===== src/rtl/uart_pkg.sv =====
// uart_pkg: definitions shared by the UART transmit and receive sides.
//   uart_state_t         - serialiser FSM state encoding
//   DEFAULT_DELAY_FRAMES - clock cycles per bit at 27 MHz / 115200 baud
//   CNT_W                - width of the per-bit cycle counter
package uart_pkg;

   typedef enum logic [1:0] {
      IDLE,
      START,
      DATA,
      STOP
   } uart_state_t;

   localparam int DEFAULT_DELAY_FRAMES = 234;
   localparam int CNT_W                = 13;

endpackage


===== src/rtl/uart_tx_fifo_if.sv =====
// uart_tx_fifo_if: byte producer handshake into the UART transmitter.
//   tx_data  - byte offered by the producer
//   tx_valid - producer offers tx_data this cycle
//   tx_ready - transmitter FIFO can accept a byte
// master = producer side, slave = transmitter side.
interface uart_tx_fifo_if;

   logic [7:0] tx_data;
   logic       tx_valid;
   logic       tx_ready;

   modport master (output tx_data, output tx_valid, input tx_ready);
   modport slave  (input tx_data, input tx_valid, output tx_ready);

endinterface


===== src/rtl/sync_fifo.sv =====
// sync_fifo: single-clock FIFO with synchronous active-high reset.
//   clk, rst    - clock, synchronous reset
//   push, din   - write request and data (ignored while full)
//   pop, dout   - read request; dout shows the head entry straight from storage
//   full, empty - status derived from the occupancy count
//   count       - number of stored entries
module sync_fifo #(
   parameter int WIDTH = 8,
   parameter int DEPTH = 16,
   localparam int ADDR_W = $clog2(DEPTH)
) (
   input  logic              clk,
   input  logic              rst,
   input  logic              push,
   input  logic              pop,
   input  logic [WIDTH-1:0]  din,
   output logic [WIDTH-1:0]  dout,
   output logic              full,
   output logic              empty,
   output logic [ADDR_W:0]   count
);

   logic [WIDTH-1:0]  mem [DEPTH];
   logic [ADDR_W-1:0] wr_ptr;
   logic [ADDR_W-1:0] rd_ptr;
   logic              do_push;
   logic              do_pop;

   // Status comes from registered count only, so a pop on a full FIFO
   // frees the slot for the following cycle, not the current one.
   assign full    = (count == (ADDR_W+1)'(DEPTH));
   assign empty   = (count == '0);
   assign do_push = push && !full;
   assign do_pop  = pop && !empty;
   assign dout    = mem[rd_ptr];

   always_ff @(posedge clk) begin
      if (rst) begin
         wr_ptr <= '0;
         rd_ptr <= '0;
         count  <= '0;
      end else begin
         if (do_push) wr_ptr <= wr_ptr + 1'b1;
         if (do_pop)  rd_ptr <= rd_ptr + 1'b1;
         case ({do_push, do_pop})
            2'b10:   count <= count + 1'b1;
            2'b01:   count <= count - 1'b1;
            default: count <= count;
         endcase
      end
   end

   // Storage needs no reset; the pointers define what is valid.
   always_ff @(posedge clk) begin
      if (do_push) mem[wr_ptr] <= din;
   end

endmodule


===== src/rtl/uart_tx_fifo.sv =====
// uart_tx_fifo: FIFO-buffered 8N1 UART transmitter, LSB first.
//   clk, rst   - system clock, synchronous active-high reset
//   tx_bus     - producer handshake (slave side)
//   uart_tx    - serial line, idle high, driven from a register
//   busy       - frame in flight or bytes queued
//   fifo_count - bytes queued, not counting the one being shifted
module uart_tx_fifo
   import uart_pkg::*;
#(
   parameter int DELAY_FRAMES = DEFAULT_DELAY_FRAMES,
   parameter int FIFO_DEPTH   = 16
) (
   input  logic                          clk,
   input  logic                          rst,
   uart_tx_fifo_if.slave                 tx_bus,
   output logic                          uart_tx,
   output logic                          busy,
   output logic [$clog2(FIFO_DEPTH):0]   fifo_count
);

   localparam logic [CNT_W-1:0] LAST = CNT_W'(DELAY_FRAMES - 1);

   uart_state_t      state, state_nxt;
   logic [CNT_W-1:0] cnt, cnt_nxt;
   logic [2:0]       idx, idx_nxt;
   logic [7:0]       shift, shift_nxt;
   logic             line_nxt;
   logic             pop;
   logic             full, empty;
   logic [7:0]       head;
   logic             done;

   sync_fifo #(.WIDTH(8), .DEPTH(FIFO_DEPTH)) u_fifo (
      .clk   (clk),
      .rst   (rst),
      .push  (tx_bus.tx_valid),
      .pop   (pop),
      .din   (tx_bus.tx_data),
      .dout  (head),
      .full  (full),
      .empty (empty),
      .count (fifo_count)
   );

   assign tx_bus.tx_ready = !full;
   assign busy            = (state != IDLE) || (fifo_count != '0);
   assign done            = (cnt == LAST);

   always_ff @(posedge clk) begin
      if (rst) begin
         state   <= IDLE;
         cnt     <= '0;
         idx     <= '0;
         shift   <= '0;
         uart_tx <= 1'b1;
      end else begin
         state   <= state_nxt;
         cnt     <= cnt_nxt;
         idx     <= idx_nxt;
         shift   <= shift_nxt;
         uart_tx <= line_nxt;
      end
   end

   always_comb begin
      state_nxt = state;
      cnt_nxt   = cnt + CNT_W'(1);
      idx_nxt   = idx;
      shift_nxt = shift;
      line_nxt  = uart_tx;
      pop       = 1'b0;
      case (state)
         IDLE: begin
            cnt_nxt  = '0;
            line_nxt = 1'b1;
            if (!empty) begin
               pop       = 1'b1;
               shift_nxt = head;
               line_nxt  = 1'b0;
               state_nxt = START;
            end
         end
         START: begin
            if (done) begin
               cnt_nxt   = '0;
               idx_nxt   = '0;
               line_nxt  = shift[0];
               state_nxt = DATA;
            end
         end
         DATA: begin
            if (done) begin
               cnt_nxt = '0;
               if (idx == 3'd7) begin
                  line_nxt  = 1'b1;
                  state_nxt = STOP;
               end else begin
                  // shift[1] is the next bit once the register shifts right
                  shift_nxt = shift >> 1;
                  line_nxt  = shift[1];
                  idx_nxt   = idx + 3'd1;
               end
            end
         end
         STOP: begin
            if (done) begin
               cnt_nxt = '0;
               if (!empty) begin
                  // chain straight into the next start bit, no idle gap
                  pop       = 1'b1;
                  shift_nxt = head;
                  line_nxt  = 1'b0;
                  state_nxt = START;
               end else begin
                  state_nxt = IDLE;
               end
            end
         end
         default: state_nxt = IDLE;
      endcase
   end

endmodule


===== src/flat_wrapper.sv =====
// flat-port wrapper written by rule: the top's interface ports become plain ports
module uart_tx_fifo_flat import uart_pkg::*;
#(
   parameter int DELAY_FRAMES = DEFAULT_DELAY_FRAMES,
   parameter int FIFO_DEPTH   = 16
)
  (clk, rst, uart_tx, busy, fifo_count, tx_bus_tx_data, tx_bus_tx_valid, tx_bus_tx_ready);
  uart_tx_fifo_if tx_bus_i ();
  input  logic clk;
  input  logic rst;
  output logic uart_tx;
  output logic busy;
  output logic [$clog2(FIFO_DEPTH):0] fifo_count;
  input wire logic [$bits(tx_bus_i.tx_data)-1:0] tx_bus_tx_data;
  input wire logic [$bits(tx_bus_i.tx_valid)-1:0] tx_bus_tx_valid;
  output wire logic [$bits(tx_bus_i.tx_ready)-1:0] tx_bus_tx_ready;
  assign tx_bus_i.tx_data = tx_bus_tx_data;
  assign tx_bus_i.tx_valid = tx_bus_tx_valid;
  assign tx_bus_tx_ready = tx_bus_i.tx_ready;
  uart_tx_fifo #(.DELAY_FRAMES(DELAY_FRAMES), .FIFO_DEPTH(FIFO_DEPTH)) u_core (.clk(clk), .rst(rst), .tx_bus(tx_bus_i), .uart_tx(uart_tx), .busy(busy), .fifo_count(fifo_count));
endmodule

===== config.mk =====
export PLATFORM = sky130hd
export DESIGN_NAME = uart_tx_fifo_flat
export DESIGN_NICKNAME = d
export VERILOG_FILES = /design/src/rtl/uart_pkg.sv /design/src/rtl/uart_tx_fifo_if.sv /design/src/rtl/sync_fifo.sv /design/src/rtl/uart_tx_fifo.sv /design/src/flat_wrapper.sv
export SDC_FILE = /design/constraint.sdc
export NUM_CORES = 1
export LEC_CHECK = 0
export ABC_AREA = 0
export BUFFER_PORTS_ARGS = -buffer_cell sky130_fd_sc_hd__buf_2
export CELL_PAD_IN_SITES_DETAIL_PLACEMENT = 1
export CELL_PAD_IN_SITES_GLOBAL_PLACEMENT = 1
export CORE_ASPECT_RATIO = 0.6
export CORE_MARGIN = 3
export CORE_UTILIZATION = 47
export CTS_BUF_LIST = sky130_fd_sc_hd__clkbuf_8 sky130_fd_sc_hd__clkbuf_16
export CTS_CLUSTER_DIAMETER = 80
export DETAILED_ROUTE_END_ITERATION = 7
export PLACE_DENSITY = 0.72
export SETUP_SLACK_MARGIN = 0.4
export SYNTH_ARGS = -nofsm -noshare
export SYNTH_HDL_FRONTEND = slang
export SYNTH_SLANG_ARGS = --single-unit

===== constraint.sdc =====
create_clock -name clk -period 8.2 [get_ports clk]
set_input_delay 0.41 -clock clk [delete_from_list [all_inputs] [get_ports clk]]
set_output_delay 0.41 -clock clk [all_outputs]
set_load 0.1 [all_outputs]

==> impl_metrics.prom <==
# TYPE chip_impl_metric gauge
chip_impl_info{name="run_status",value="finished clean"} 1
chip_impl_info{name="worstHoldStart",value="tx_bus_tx_data[5]"} 1
chip_impl_metric{name="cts_post_setup_buffers_inserted",unit=""} 0
chip_impl_metric{name="p_per_area",unit="nW/um2"} 337
chip_impl_metric{name="core",unit="um2"} 14800
chip_impl_metric{name="timing.reg2reg.setup_slack",unit="ns"} 4.57
chip_impl_metric{name="syn_nets",unit=""} 525
chip_impl_metric{name="cts_hold_buf",unit=""} 0
chip_impl_metric{name="timing.final.crit_period",unit="ns"} 3.63
chip_impl_metric{name="port-buffer-count",unit=""} 18
chip_impl_info{name="rsz0062_at_grt",value="false"} 1
chip_impl_metric{name="drtIter0Drc",unit=""} 408
chip_impl_info{name="worst_min_delay_path_class",value="input port to register"} 1
chip_impl_metric{name="drt_first_pass_iters",unit=""} 5
chip_impl_metric{name="power.share.switching",unit=""} 0.351
chip_impl_metric{name="worst_slew_margin_rel",unit=""} 0.301
chip_impl_metric{name="max_freq",unit="MHz"} 275
chip_impl_metric{name="pin_count",unit=""} 19
chip_impl_metric{name="finalPower",unit="W"} 0.00277
chip_impl_metric{name="finClkSkew",unit="ns"} 0.0104
chip_impl_metric{name="wire_per_inst",unit="um"} 22.5
chip_impl_metric{name="max-vdd-ir-drop",unit="mV"} 0.183
chip_impl_metric{name="ys_ff_latch",unit=""} 172
chip_impl_metric{name="dp_hpwl",unit="mm"} 10.9
chip_impl_metric{name="groute.usage.overall",unit=""} 0.200
chip_impl_metric{name="gpl.final_weighted_congestion",unit=""} 0.822
chip_impl_metric{name="final.fill_count",unit=""} 1410
chip_impl_metric{name="finalMaxSlewViolations",unit=""} 0
chip_impl_metric{name="first_global_vias",unit=""} 4468
chip_impl_metric{name="switching_pwr",unit="W"} 0.000972
chip_impl_metric{name="worstPathArrival",unit="ns"} 3.96
chip_impl_metric{name="static-leakage-power",unit="nW"} 2.75
chip_impl_metric{name="synth_cell_types",unit=""} 58
chip_impl_metric{name="wl_met2",unit="mm"} 7.47
chip_impl_metric{name="drt.antenna.violating_nets",unit=""} 0
chip_impl_metric{name="worst_hold_path.num_cells",unit=""} 1
chip_impl_info{name="r2r-end",value="u_core.u_fifo.count[4]"} 1
chip_impl_metric{name="die_x",unit="um"} 167
chip_impl_metric{name="met3WireLength",unit="um"} 818
chip_impl_metric{name="total_negative_slack",unit="ns"} 0
chip_impl_metric{name="critPathRequiredTime",unit="ns"} 8.53
chip_impl_metric{name="worst_tran_pin_value",unit="ns"} 1.04
chip_impl_metric{name="cts_buffer_depth",unit=""} 2
chip_impl_info{name="tritoncts",value="done"} 1
chip_impl_metric{name="routedLengthMet1",unit="mm"} 7.84
chip_impl_metric{name="setup_viol",unit=""} 0
chip_impl_metric{name="post-route-period-util",unit=""} 0.443
chip_impl_info{name="maxUsedRoutingLayer",value="met4"} 1
chip_impl_metric{name="grt.overflow.total",unit=""} 0
chip_impl_metric{name="comb_power_share",unit=""} 0.315
chip_impl_metric{name="grt_max_degree",unit=""} 38
chip_impl_metric{name="clkSlewWorstSetupHoldPaths",unit="ns"} 0.07
chip_impl_metric{name="number_of_clock_buffers_inserted_by_tritoncts",unit=""} 17
chip_impl_metric{name="std_cell_rows",unit=""} 34
chip_impl_metric{name="antenna_found_initial",unit=""} 0
chip_impl_metric{name="cts_htree_levels",unit=""} 4
chip_impl_metric{name="r2r_cells",unit=""} 14
chip_impl_metric{name="fp.dieArea",unit="um2"} 17100
chip_impl_metric{name="hold_violations",unit=""} 0
chip_impl_metric{name="synth_async_sr_flop_share",unit=""} 0
chip_impl_metric{name="part_of_the_yosys_area_used_for_sequential_elements",unit=""} 0.646
chip_impl_info{name="final_common_cell",value="sky130_fd_sc_hd__edfxtp_1"} 1
chip_impl_metric{name="insertedDiodeCount",unit=""} 0
chip_impl_info{name="crit_path_category",value="register to register"} 1
chip_impl_metric{name="totalWireLength",unit="mm"} 16.2
chip_impl_metric{name="drive_gt1_frac",unit=""} 0.189
chip_impl_info{name="critical_path_end_type",value="register"} 1
chip_impl_metric{name="postSynthCellCount",unit=""} 497
chip_impl_metric{name="clkPwrFrac",unit=""} 0.304
chip_impl_metric{name="die_y",unit="um"} 103
chip_impl_metric{name="syn-cell-area",unit="um2"} 7320
chip_impl_info{name="critPathLaunchType",value="register"} 1
chip_impl_metric{name="synth.avg_cell_area",unit="um2"} 14.7
chip_impl_metric{name="p_int",unit="W"} 0.00179
chip_impl_metric{name="syn2layout_area_growth",unit="%"} 12.1
chip_impl_metric{name="p_seq_frac",unit=""} 0.381
chip_impl_metric{name="finalNetCount",unit=""} 540
chip_impl_metric{name="initial_core_util",unit=""} 0.493
chip_impl_metric{name="max_cap_viol_count",unit=""} 0
chip_impl_metric{name="vias",unit=""} 4311
chip_impl_info{name="critical_path.reg2reg.startpoint",value="u_core.state[0]"} 1
chip_impl_info{name="hold_end",value="u_core.u_fifo.mem[5][5]"} 1
chip_impl_info{name="final_cell_mix",value="sky130_fd_sc_hd__edfxtp_1, sky130_fd_sc_hd__nor2_1, sky130_fd_sc_hd__dfxtp_1, sky130_fd_sc_hd__mux4_2, sky130_fd_sc_hd__inv_1"} 1
chip_impl_info{name="cts_root_buffer",value="sky130_fd_sc_hd__clkbuf_16"} 1
chip_impl_info{name="ys_dominant_reg_cell",value="sky130_fd_sc_hd__edfxtp_1"} 1
chip_impl_metric{name="cts.sinks",unit=""} 172
chip_impl_metric{name="synth_enable_flop_cells",unit=""} 128
chip_impl_metric{name="synthesis.yosys.warnings",unit=""} 0
chip_impl_metric{name="cts_resized",unit=""} 0
chip_impl_metric{name="vias_per_cell",unit=""} 5.96
chip_impl_metric{name="clk-insertion-delay-late",unit="ns"} 0.42
chip_impl_metric{name="route.detailed.drc",unit=""} 0
chip_impl_metric{name="critPathMaxFanout",unit=""} 11
chip_impl_metric{name="wire_length_of_the_first_global_routing_pass",unit="mm"} 25.9
## worst max path at each step
stage	slack, ns	cells after the start	endpoint	from
2_1_floorplan	4.60	12	u_core.u_fifo.count[2]	u_core.u_fifo.count[1]
3_3_place_gp	4.81	14	u_core.u_fifo.count[4]	u_core.state[0]
3_5_place_dp	4.67	14	u_core.u_fifo.count[4]	u_core.state[0]
4_1_cts	4.62	14	u_core.u_fifo.count[4]	u_core.state[0]
5_1_grt	4.31	14	u_core.u_fifo.count[4]	u_core.state[0]
6_report	4.57	14	u_core.u_fifo.count[4]	u_core.state[0]
## metal layers
layer / vias up / GRT usage
met5: - / 0
met4: 0 / 0.0513
met3: 10 / 0.0395
met2: 123 / 0.310
met1: 2237 / 0.295
li1: 1941 / -
## power groups by stage
stage	clock network, W	logic [W]	registers (W)
2_1_floorplan	0	0.000626	0.00113
3_3_place_gp	0	0.000836	0.00107
3_5_place_dp	0	0.000867	0.00107
4_1_cts	0.000853	0.000880	0.00105
5_1_grt	0.000892	0.000956	0.00106
6_report	0.000840	0.000872	0.00105
## kinds of logic after synthesis
kind of cell / synth area share
flip-flops: 0.646
AND/OR/NAND/NOR: 0.0906
AO/OA/AOI/OAI: 0.0756
buffers and inverters: 0.0262
multiplexers: 0.110
XOR/XNOR: 0.0227
adder cells (fa/ha/maj): 0.0291
## cell type report
class / instances / area [um2] / area share
well taps: 198 / 248 / 0.0302
inverters: 19 / 71.3 / 0.00869
multi-input cells: 279 / 2400 / 0.293
flip-flops and latches: 172 / 4730 / 0.576
clock buffers: 17 / 425 / 0.0519
clock inverters: 15 / 200 / 0.0244
repair buffers: 23 / 128 / 0.0156
## synthesized netlist by cell type (2+ instances only)
cell type | count | share of area
sky130_fd_sc_hd__nor2b_1 | 7 | 0.0060
sky130_fd_sc_hd__inv_1 | 19 | 0.0097
sky130_fd_sc_hd__o21ai_1 | 5 | 0.0034
sky130_fd_sc_hd__a211oi_1 | 2 | 0.0021
sky130_fd_sc_hd__a21oi_1 | 11 | 0.0075
sky130_fd_sc_hd__a21boi_0 | 2 | 0.0021
sky130_fd_sc_hd__o21a_1 | 11 | 0.011
sky130_fd_sc_hd__mux2i_1 | 5 | 0.0068
sky130_fd_sc_hd__nand2b_1 | 3 | 0.0026
sky130_fd_sc_hd__o22ai_1 | 6 | 0.0051
sky130_fd_sc_hd__o211ai_1 | 2 | 0.0021
sky130_fd_sc_hd__buf_1 | 4 | 0.0021
sky130_fd_sc_hd__nor4_1 | 5 | 0.0043
sky130_fd_sc_hd__a211o_1 | 2 | 0.0024
sky130_fd_sc_hd__nand3b_1 | 2 | 0.0021
sky130_fd_sc_hd__nor3b_1 | 2 | 0.0021
sky130_fd_sc_hd__clkbuf_1 | 15 | 0.0077
sky130_fd_sc_hd__nand4_1 | 2 | 0.0017
sky130_fd_sc_hd__nor3_1 | 15 | 0.010
sky130_fd_sc_hd__o21ai_0 | 4 | 0.0027
sky130_fd_sc_hd__nand2_1 | 18 | 0.0092
sky130_fd_sc_hd__a22o_1 | 7 | 0.0084
sky130_fd_sc_hd__a2111oi_0 | 3 | 0.0036
sky130_fd_sc_hd__buf_2 | 6 | 0.0041
sky130_fd_sc_hd__a22oi_1 | 8 | 0.0082
sky130_fd_sc_hd__dfxtp_1 | 44 | 0.12
sky130_fd_sc_hd__edfxtp_1 | 128 | 0.53
sky130_fd_sc_hd__ha_1 | 17 | 0.029
sky130_fd_sc_hd__nor4_4 | 2 | 0.0058
sky130_fd_sc_hd__nor2_1 | 54 | 0.028
sky130_fd_sc_hd__xnor2_1 | 6 | 0.0072
sky130_fd_sc_hd__mux4_2 | 33 | 0.10
sky130_fd_sc_hd__o32ai_1 | 2 | 0.0024
sky130_fd_sc_hd__xor2_1 | 13 | 0.016
sky130_fd_sc_hd__nand3_1 | 9 | 0.0062
## worst max-delay path, cell delays in order (launching register included)
cell,delay (ns)
sky130_fd_sc_hd__dfxtp_1,0.39
sky130_fd_sc_hd__inv_1,0.12
sky130_fd_sc_hd__ha_1,0.35
sky130_fd_sc_hd__nand2b_1,0.24
sky130_fd_sc_hd__nor4_4,0.45
sky130_fd_sc_hd__o21ai_2,0.17
sky130_fd_sc_hd__inv_1,0.09
sky130_fd_sc_hd__ha_1,0.40
sky130_fd_sc_hd__xor2_1,0.19
sky130_fd_sc_hd__ha_1,0.28
sky130_fd_sc_hd__nand2_1,0.08
sky130_fd_sc_hd__o211ai_1,0.20
sky130_fd_sc_hd__o21ai_0,0.14
sky130_fd_sc_hd__o31a_1,0.32
sky130_fd_sc_hd__nor3_1,0.13
## stage by stage
stage | area [um2] | std cells | hold WS, ns | setup slack [ns] | util
floorplan | 7320 | 497 | 0.445 | 4.60 | -
global placement | 7580 | 691 | 0.463 | 4.81 | 0.510
detailed placement | 7580 | 691 | 0.487 | 4.67 | 0.510
CTS | 8200 | 723 | 0.356 | 4.62 | 0.553
global route | 8200 | 723 | 0.363 | 4.31 | 0.553
finish | 8200 | 723 | 0.375 | 4.57 | 0.553
## sequential cells by signal, indices dropped and copies added, names as in the netlist, named ones only
name and flops:
u_core.uart_tx 1, u_core.u_fifo.wr_ptr 4, u_core.shift 8, u_core.u_fifo.rd_ptr 4, u_core.state 2, u_core.idx 3
u_core.u_fifo.count 5, u_core.u_fifo.mem 128, u_core.cnt 13
(Power assumes the default switching activity.)
